$ cat src/rtl/rv32_mem_arbiter.sv
// Shares one single-ported memory bus between fetch and mem stages.
// Data wins ties unless fetch has been starved STARVE_LIMIT times.
module rv32_mem_arbiter #(
    parameter int unsigned STARVE_LIMIT = 4
) (
    input  logic        clk,
    input  logic        rst_n,
    input  logic        instr_valid_in,
    input  logic [31:0] instr_address_in,
    output logic        instr_ready_out,
    output logic [31:0] instr_read_value_out,
    input  logic        data_valid_in,
    input  logic        data_write_en_in,
    input  logic [31:0] data_address_in,
    input  logic [31:0] data_write_value_in,
    input  logic [3:0]  data_write_mask_in,
    output logic        data_ready_out,
    output logic [31:0] data_read_value_out,
    output logic        mem_valid_out,
    output logic [31:0] mem_address_out,
    output logic        mem_write_en_out,
    output logic [31:0] mem_write_value_out,
    output logic [3:0]  mem_write_mask_out,
    input  logic        mem_ready_in,
    input  logic [31:0] mem_read_value_in
);

    localparam int unsigned CW = $clog2(STARVE_LIMIT + 1);
    localparam logic [CW-1:0] LIMIT = CW'(STARVE_LIMIT);

    typedef enum logic [1:0] {
        IDLE,
        BUSY_I,
        BUSY_D,
        DONE
    } state_e;

    state_e      state_q, state_d;
    logic [CW-1:0] starve_q, starve_d;
    logic        mem_valid_q, mem_valid_d;
    logic [31:0] mem_addr_q, mem_addr_d;
    logic        mem_we_q, mem_we_d;
    logic [31:0] mem_wdata_q, mem_wdata_d;
    logic [3:0]  mem_mask_q, mem_mask_d;
    logic        instr_ready_q, instr_ready_d;
    logic        data_ready_q, data_ready_d;
    logic [31:0] instr_rdata_q, instr_rdata_d;
    logic [31:0] data_rdata_q, data_rdata_d;
    logic        grant_instr;

    // Fetch wins only when alone or when its starvation budget is used up
    assign grant_instr = instr_valid_in &&
                         (!data_valid_in || starve_q == LIMIT);

    always_comb begin
        state_d       = state_q;
        starve_d      = starve_q;
        mem_valid_d   = mem_valid_q;
        mem_addr_d    = mem_addr_q;
        mem_we_d      = mem_we_q;
        mem_wdata_d   = mem_wdata_q;
        mem_mask_d    = mem_mask_q;
        instr_ready_d = 1'b0;
        data_ready_d  = 1'b0;
        instr_rdata_d = instr_rdata_q;
        data_rdata_d  = data_rdata_q;
        unique case (state_q)
            IDLE: begin
                if (grant_instr) begin
                    state_d     = BUSY_I;
                    mem_valid_d = 1'b1;
                    mem_addr_d  = instr_address_in;
                    mem_we_d    = 1'b0;
                    mem_wdata_d = 32'h0;
                    mem_mask_d  = 4'h0;
                    starve_d    = '0;
                end else if (data_valid_in) begin
                    state_d     = BUSY_D;
                    mem_valid_d = 1'b1;
                    mem_addr_d  = data_address_in;
                    mem_we_d    = data_write_en_in;
                    mem_wdata_d = data_write_value_in;
                    mem_mask_d  = data_write_mask_in;
                    if (instr_valid_in && starve_q != LIMIT) begin
                        starve_d = starve_q + 1'b1;
                    end
                end
            end
            BUSY_I: begin
                if (mem_ready_in) begin
                    state_d       = DONE;
                    mem_valid_d   = 1'b0;
                    instr_ready_d = 1'b1;
                    instr_rdata_d = mem_read_value_in;
                end
            end
            BUSY_D: begin
                if (mem_ready_in) begin
                    state_d      = DONE;
                    mem_valid_d  = 1'b0;
                    data_ready_d = 1'b1;
                    if (!mem_we_q) begin
                        data_rdata_d = mem_read_value_in;
                    end
                end
            end
            DONE: begin
                state_d = IDLE;
            end
            default: begin
                state_d = IDLE;
            end
        endcase
    end

    always_ff @(posedge clk or negedge rst_n) begin
        if (!rst_n) begin
            state_q       <= IDLE;
            starve_q      <= '0;
            mem_valid_q   <= 1'b0;
            mem_addr_q    <= 32'h0;
            mem_we_q      <= 1'b0;
            mem_wdata_q   <= 32'h0;
            mem_mask_q    <= 4'h0;
            instr_ready_q <= 1'b0;
            data_ready_q  <= 1'b0;
            instr_rdata_q <= 32'h0;
            data_rdata_q  <= 32'h0;
        end else begin
            state_q       <= state_d;
            starve_q      <= starve_d;
            mem_valid_q   <= mem_valid_d;
            mem_addr_q    <= mem_addr_d;
            mem_we_q      <= mem_we_d;
            mem_wdata_q   <= mem_wdata_d;
            mem_mask_q    <= mem_mask_d;
            instr_ready_q <= instr_ready_d;
            data_ready_q  <= data_ready_d;
            instr_rdata_q <= instr_rdata_d;
            data_rdata_q  <= data_rdata_d;
        end
    end

    assign mem_valid_out        = mem_valid_q;
    assign mem_address_out      = mem_addr_q;
    assign mem_write_en_out     = mem_we_q;
    assign mem_write_value_out  = mem_wdata_q;
    assign mem_write_mask_out   = mem_mask_q;
    assign instr_ready_out      = instr_ready_q;
    assign data_ready_out       = data_ready_q;
    assign instr_read_value_out = instr_rdata_q;
    assign data_read_value_out  = data_rdata_q;

endmodule
$ cat config.mk
export PLATFORM = sky130hd
export DESIGN_NAME = rv32_mem_arbiter
export DESIGN_NICKNAME = d
export VERILOG_FILES = /design/src/rtl/rv32_mem_arbiter.sv
export SDC_FILE = /design/constraint.sdc
export NUM_CORES = 1
export LEC_CHECK = 0
export CORE_UTILIZATION = 41
export DETAILED_ROUTE_END_ITERATION = 10
export PLACE_DENSITY = 0.8
export SYNTH_ARGS = -nofsm -noshare
export SYNTH_HDL_FRONTEND = slang
export SYNTH_SLANG_ARGS = --single-unit
$ cat constraint.sdc
create_clock -name clk -period 2.1 [get_ports clk]
set_input_delay 0.315 -clock clk [delete_from_list [all_inputs] [get_ports clk]]
set_output_delay 0.315 -clock clk [all_outputs]
set_load 0.01 [all_outputs]
## Word-level counts from Yosys, hierarchy flattened

Index checks and enable logic that the tools add are counted.

- Equality and inequality tests: 7
- Muxes and demuxes: 22
- Reduce and logical (&&, ||, !) cells: 15
- Bitwise logic cells: 1
- Add/sub/neg operators: 1

Operators with widths:

| cell | count |
|---|---|
| $mux 32 | 4 |
| $mux 3 | 3 |
| $reduce_and 3->1 | 3 |
| $mux 1 | 8 |
| $mux 4 | 2 |
| $mux 2 | 3 |
| $ne 3x3->1 const B | 2 |
| $pmux 2 s3 | 1 |
| $reduce_and 2->1 | 3 |
| $reduce_bool 2->1 | 3 |
| $eq 2x2->1 const B | 2 |
| $add 3x1->3 const B | 1 |
| $eq 3x3->1 const B | 1 |
| $eq 2x1->1 const B | 1 |
| $logic_and 1x1->1 | 2 |
| $logic_not 2->1 | 1 |
| $ne 2x1->1 const B | 1 |
| $pmux 1 s2 | 1 |
| $reduce_or 2->1 | 1 |
| $logic_not 1->1 | 1 |
| $logic_or 1x1->1 | 1 |
| $not 1->1 | 1 |

- Output and inout port bits: 136
- Word-level logic and storage cells: 57
- Register bits: 141
- Bits of input ports: 138

## Depth between registers and ports, before layout

- Depth in word-level cells: 5
- Depth in mapped cells: 9
- Depth with buffers taken out: 5

## Worst setup path after synthesis

No wires, ideal clock.

- Kind: reg-to-reg
- Start: reg state_q[0]
- End: reg mem_wdata_q[14], in the netlist mem_write_value_out[14]
- Data required time: 2017 ps
- Slack: 392 ps
- Path buffers: 3
- Data arrival time: 1626 ps
- Stages on the path, launching flop included: 9
- Library setup time: 83 ps
- Clock period less this slack: 1708 ps
- Cells stage by stage: dfrtp_1 > inv_1 > ha_1 > buf_2 > o21ai_1 > clkbuf_1 > clkbuf_1 > nand2_1 > o21ai_0

- Longest elaborated chain between the ends: 2

Ends and longest elaborated chain:

| what | RTL line | text |
|---|---|---|
| start, declared | 38 | `state_e state_q, state_d;` |
| start signal, assigned | 130 | `state_q <= state_d;` |
| $logic_not 2->1 | 67 | `unique case (state_q)` |
| $reduce_and 2->1 (no line) | n/a |  |
| end signal, assigned | 135 | `mem_wdata_q <= mem_wdata_d;` |
| end, declared | 43 | `logic [31:0] mem_wdata_q, mem_wdata_d;` |

No other way between the ends.
A chain may end at the register's enable or synchronous reset.

## Worst setup path in the final report

- Start: reg state_q[0]
- End: reg state_q[1]

- Longest elaborated chain between the ends: 4
- Elaborated cells between the ends (all ways): 9
- Classes of those cells: 5 x eq/ne; 1 x mux; 3 x reduce/logical

Ends and longest elaborated chain:

| what | RTL line |
|---|---|
| $eq 2x2->1 / $eq 2x1->1 (equally long branches) | 67 |
| $reduce_or 2->1 (no line) | n/a |
| $ne 2x1->1 (no line) | n/a |
| $reduce_and 2->1 (no line) | n/a |

Several ways; a longest one is shown, not always the timed one.

==> impl_metrics.yaml <==
status:
  outcome: "complete, no violations"
clocking:
  post-cts-setup-buffer-count: 0
  cts_resized: 0
  hold_buffers: 1
  clk_path_buf_depth: 2
  clk-insertion-delay-late_ns: 0.41
  numCtsBuffers: 17
  htree_levels: 4
  cts_tree: "done"
  cts.sinks: 141
  cts.clk_slew.worst_paths_ns: 0.06
  clockRootBuffer: "clkbuf_16"
logic_synthesis:
  synth_fp_nets: 670
  yosysWarnings: 0
  syn_inst: 526
  syn_area_sq_mm: 0.00591
  synth_cell_types: 31
  seq_area_frac_synth_pct: 59.7
  ys_seq_elements: 141
  syn_area_per_cell_sq_um: 11.2
grt:
  grt.total_usage_pct: 22.8
  grt_max_degree: 52
  antenna_found_initial: 0
  grt_pass1_vias: 5240
  grt_first_pass_wirelength_mm: 26.0
  grt-ovfl-total: 0
worst_setup_path:
  crit_arrival_ns: 2.18
  end_kind: "flop"
  cp_max_fo: 17
  critical_path_class: "flop to flop"
  critPathRequiredTime_ns: 2.40
  r2r_slack_ns: 0.21
  startpoint_type: "flop"
placement:
  place.gp.congestion: 0.868
  place_ws_ns: 0.148
  port_buffers: 273
  placed_area_sq_mm: 0.00892
  dp_hpwl_mm: 12.2
detailed_routing:
  drt-total-wl_mm: 16.8
  ant_nets: 0
  drtPass1Iterations: 4
  wl_per_cell_um: 16.9
  drtIter0Drc: 298
  vias: 5123
  drc: 0
  vias_per_cell: 5.17
die:
  die_area_sq_mm: 0.0149
  die_h_um: 122
  core-area_sq_mm: 0.0140
  num_rows: 43
  ios: 274
  die_x_um: 122
  initial_utilization_pct: 42.2
timing:
  setup_viol: 0
  rsz0062_at_grt: "no"
  worst_pin_slew_ns: 0.484
  setup_ws_ns: 0.212
  hold_violations: 0
  fin_hold_ws_ns: 0.413
  fmax_mhz: 530
  worst_clock_skew_ns: 0.00773
  finalCritPeriodShare_pct: 89.9
  maxSlewHeadroom_pct: 67.7
  tns_ns: 0
  maxSlewViolCount: 0
  fin_crit_ns: 1.89
pwr:
  power_leakage_nw: 4.01
  irDropWorstVdd_uv: 777
  cellPowerDensity_mw_per_mm2: 1480
  p_total_w: 0.0141
layout:
  layout_common_cells: "clkdlybuf4s50_1 (272), nand2_1 (141), dfrtp_1 (141), mux2_2 (64), o21ai_0 (38)"
  fin_area_sq_mm: 0.00951
  multi_input_comb_area_sq_mm: 0.00218
  final_common_cell: "clkdlybuf4s50_1"
  area_delta_synth_final_pct: 61.0
  final_nets: 942
  seqCellArea_sq_mm: 0.00353
  drive_gt1_share_pct: 15.7
  fill_cells: 998
  antenna-diode-count: 0
flow_run:
  maxCapViolations: 0
hold_path:
  hold_path_class: "input pin to async pin"
-- power breakdown --
| part | leakage (nW) | switching [W] | internal [W] |
|---|---|---|---|
| combinational | 2.00 | 0.00273 | 0.00362 |
| sequential | 1.73 | 0.000720 | 0.00402 |
| clock | 0.281 | 0.00110 | 0.00186 |
| total | 4.01 | 0.00455 | 0.00951 |
-- path summary, 6_finish.rpt --
check | cells past startpoint | start | end
max in group asynchronous | 3 | rst_n | instr_read_value_out[12]
worst max-delay path | 6 | state_q[0] | state_q[1]
worst max register to register | 6 | state_q[0] | state_q[1]
worst min register to register | 2 | mem_write_value_out[7] | mem_write_value_out[7]
min in group clk | 3 | data_write_value_in[26] | mem_write_value_out[26]
worst min-delay path | 2 | rst_n | mem_address_out[26]
-- Yosys cell counts (all sizes together) --
master | number | area, sq um
o2bb2ai | 1 | 8.76
nand2 | 141 | 529
and2 | 2 | 12.5
ha | 6 | 75.1
o21a | 1 | 7.51
nor2b | 2 | 12.5
buf | 13 | 85.1
inv | 5 | 18.8
a22o | 1 | 8.76
dfrtp | 141 | 3530
nand2b | 2 | 12.5
a21bo | 1 | 10.0
mux2i | 1 | 10.0
a21o | 1 | 7.51
nand4 | 32 | 200
nor3b | 1 | 7.51
a21oi | 1 | 5.00
mux2 | 65 | 732
clkbuf | 29 | 109
a31oi | 2 | 12.5
nor2 | 4 | 15.0
nand3 | 1 | 5.00
o22ai | 1 | 6.26
o21ai | 39 | 195
nor3 | 1 | 5.00
o211ai | 32 | 290
-- state kept, by name (all words and copies together) (netlist names) --
signal                cells
data_ready_out            1
data_read_value_out      32
mem_valid_out             1
instr_ready_out           1
mem_address_out          32
mem_write_en_out          1
mem_write_value_out      32
mem_write_mask_out        4
starve_q                  3
instr_read_value_out     32
state_q                   2
-- cell families (layout without fill, tap and decap cells) --
family | after synthesis | in the layout | share of synthesized area (%)
flip-flops | 141 | 141 | 59.7
buffers and inverters | 47 | 332 | 3.60
adder cells (fa/ha/maj) | 6 | 6 | 1.27
multiplexers | 66 | 66 | 12.6
AO/OA/AOI/OAI | 80 | 80 | 9.34
AND/OR/NAND/NOR | 186 | 186 | 13.5
-- critical path, stage by stage, from the launching register on --
cell and delay, ns:
dfrtp_1 0.38, inv_1 0.13, ha_1 0.24, buf_4 0.24
nor3b_1 0.36, nor2_1 0.13, mux2_2 0.29
-- stage by stage --
stage,cells,util [%]
after detailed placement,958,63.8
after global routing,991,68.0
after global placement,958,63.8
after floorplan,526,-
final,991,68.0
after CTS,991,68.0
-- area by class of cell --
cell class              instances  area share, %
inverters                       5          0.197
repair buffers                295           31.3
well taps                     180           2.37
flip-flops and latches        141           37.1
clock inverters                11           1.50
multi-input cells             338           22.9
clock buffers                  21           4.63
-- per-layer routing --
layer,GRT usage [%],wire length [um],up-vias
met5,0,0,-
met1,27.2,6760,2475
met4,9.76,382,0
met3,5.76,1240,32
met2,38.9,8390,255
li1,-,-,2361
No activity file was read; power rests on OpenSTA's default activity.
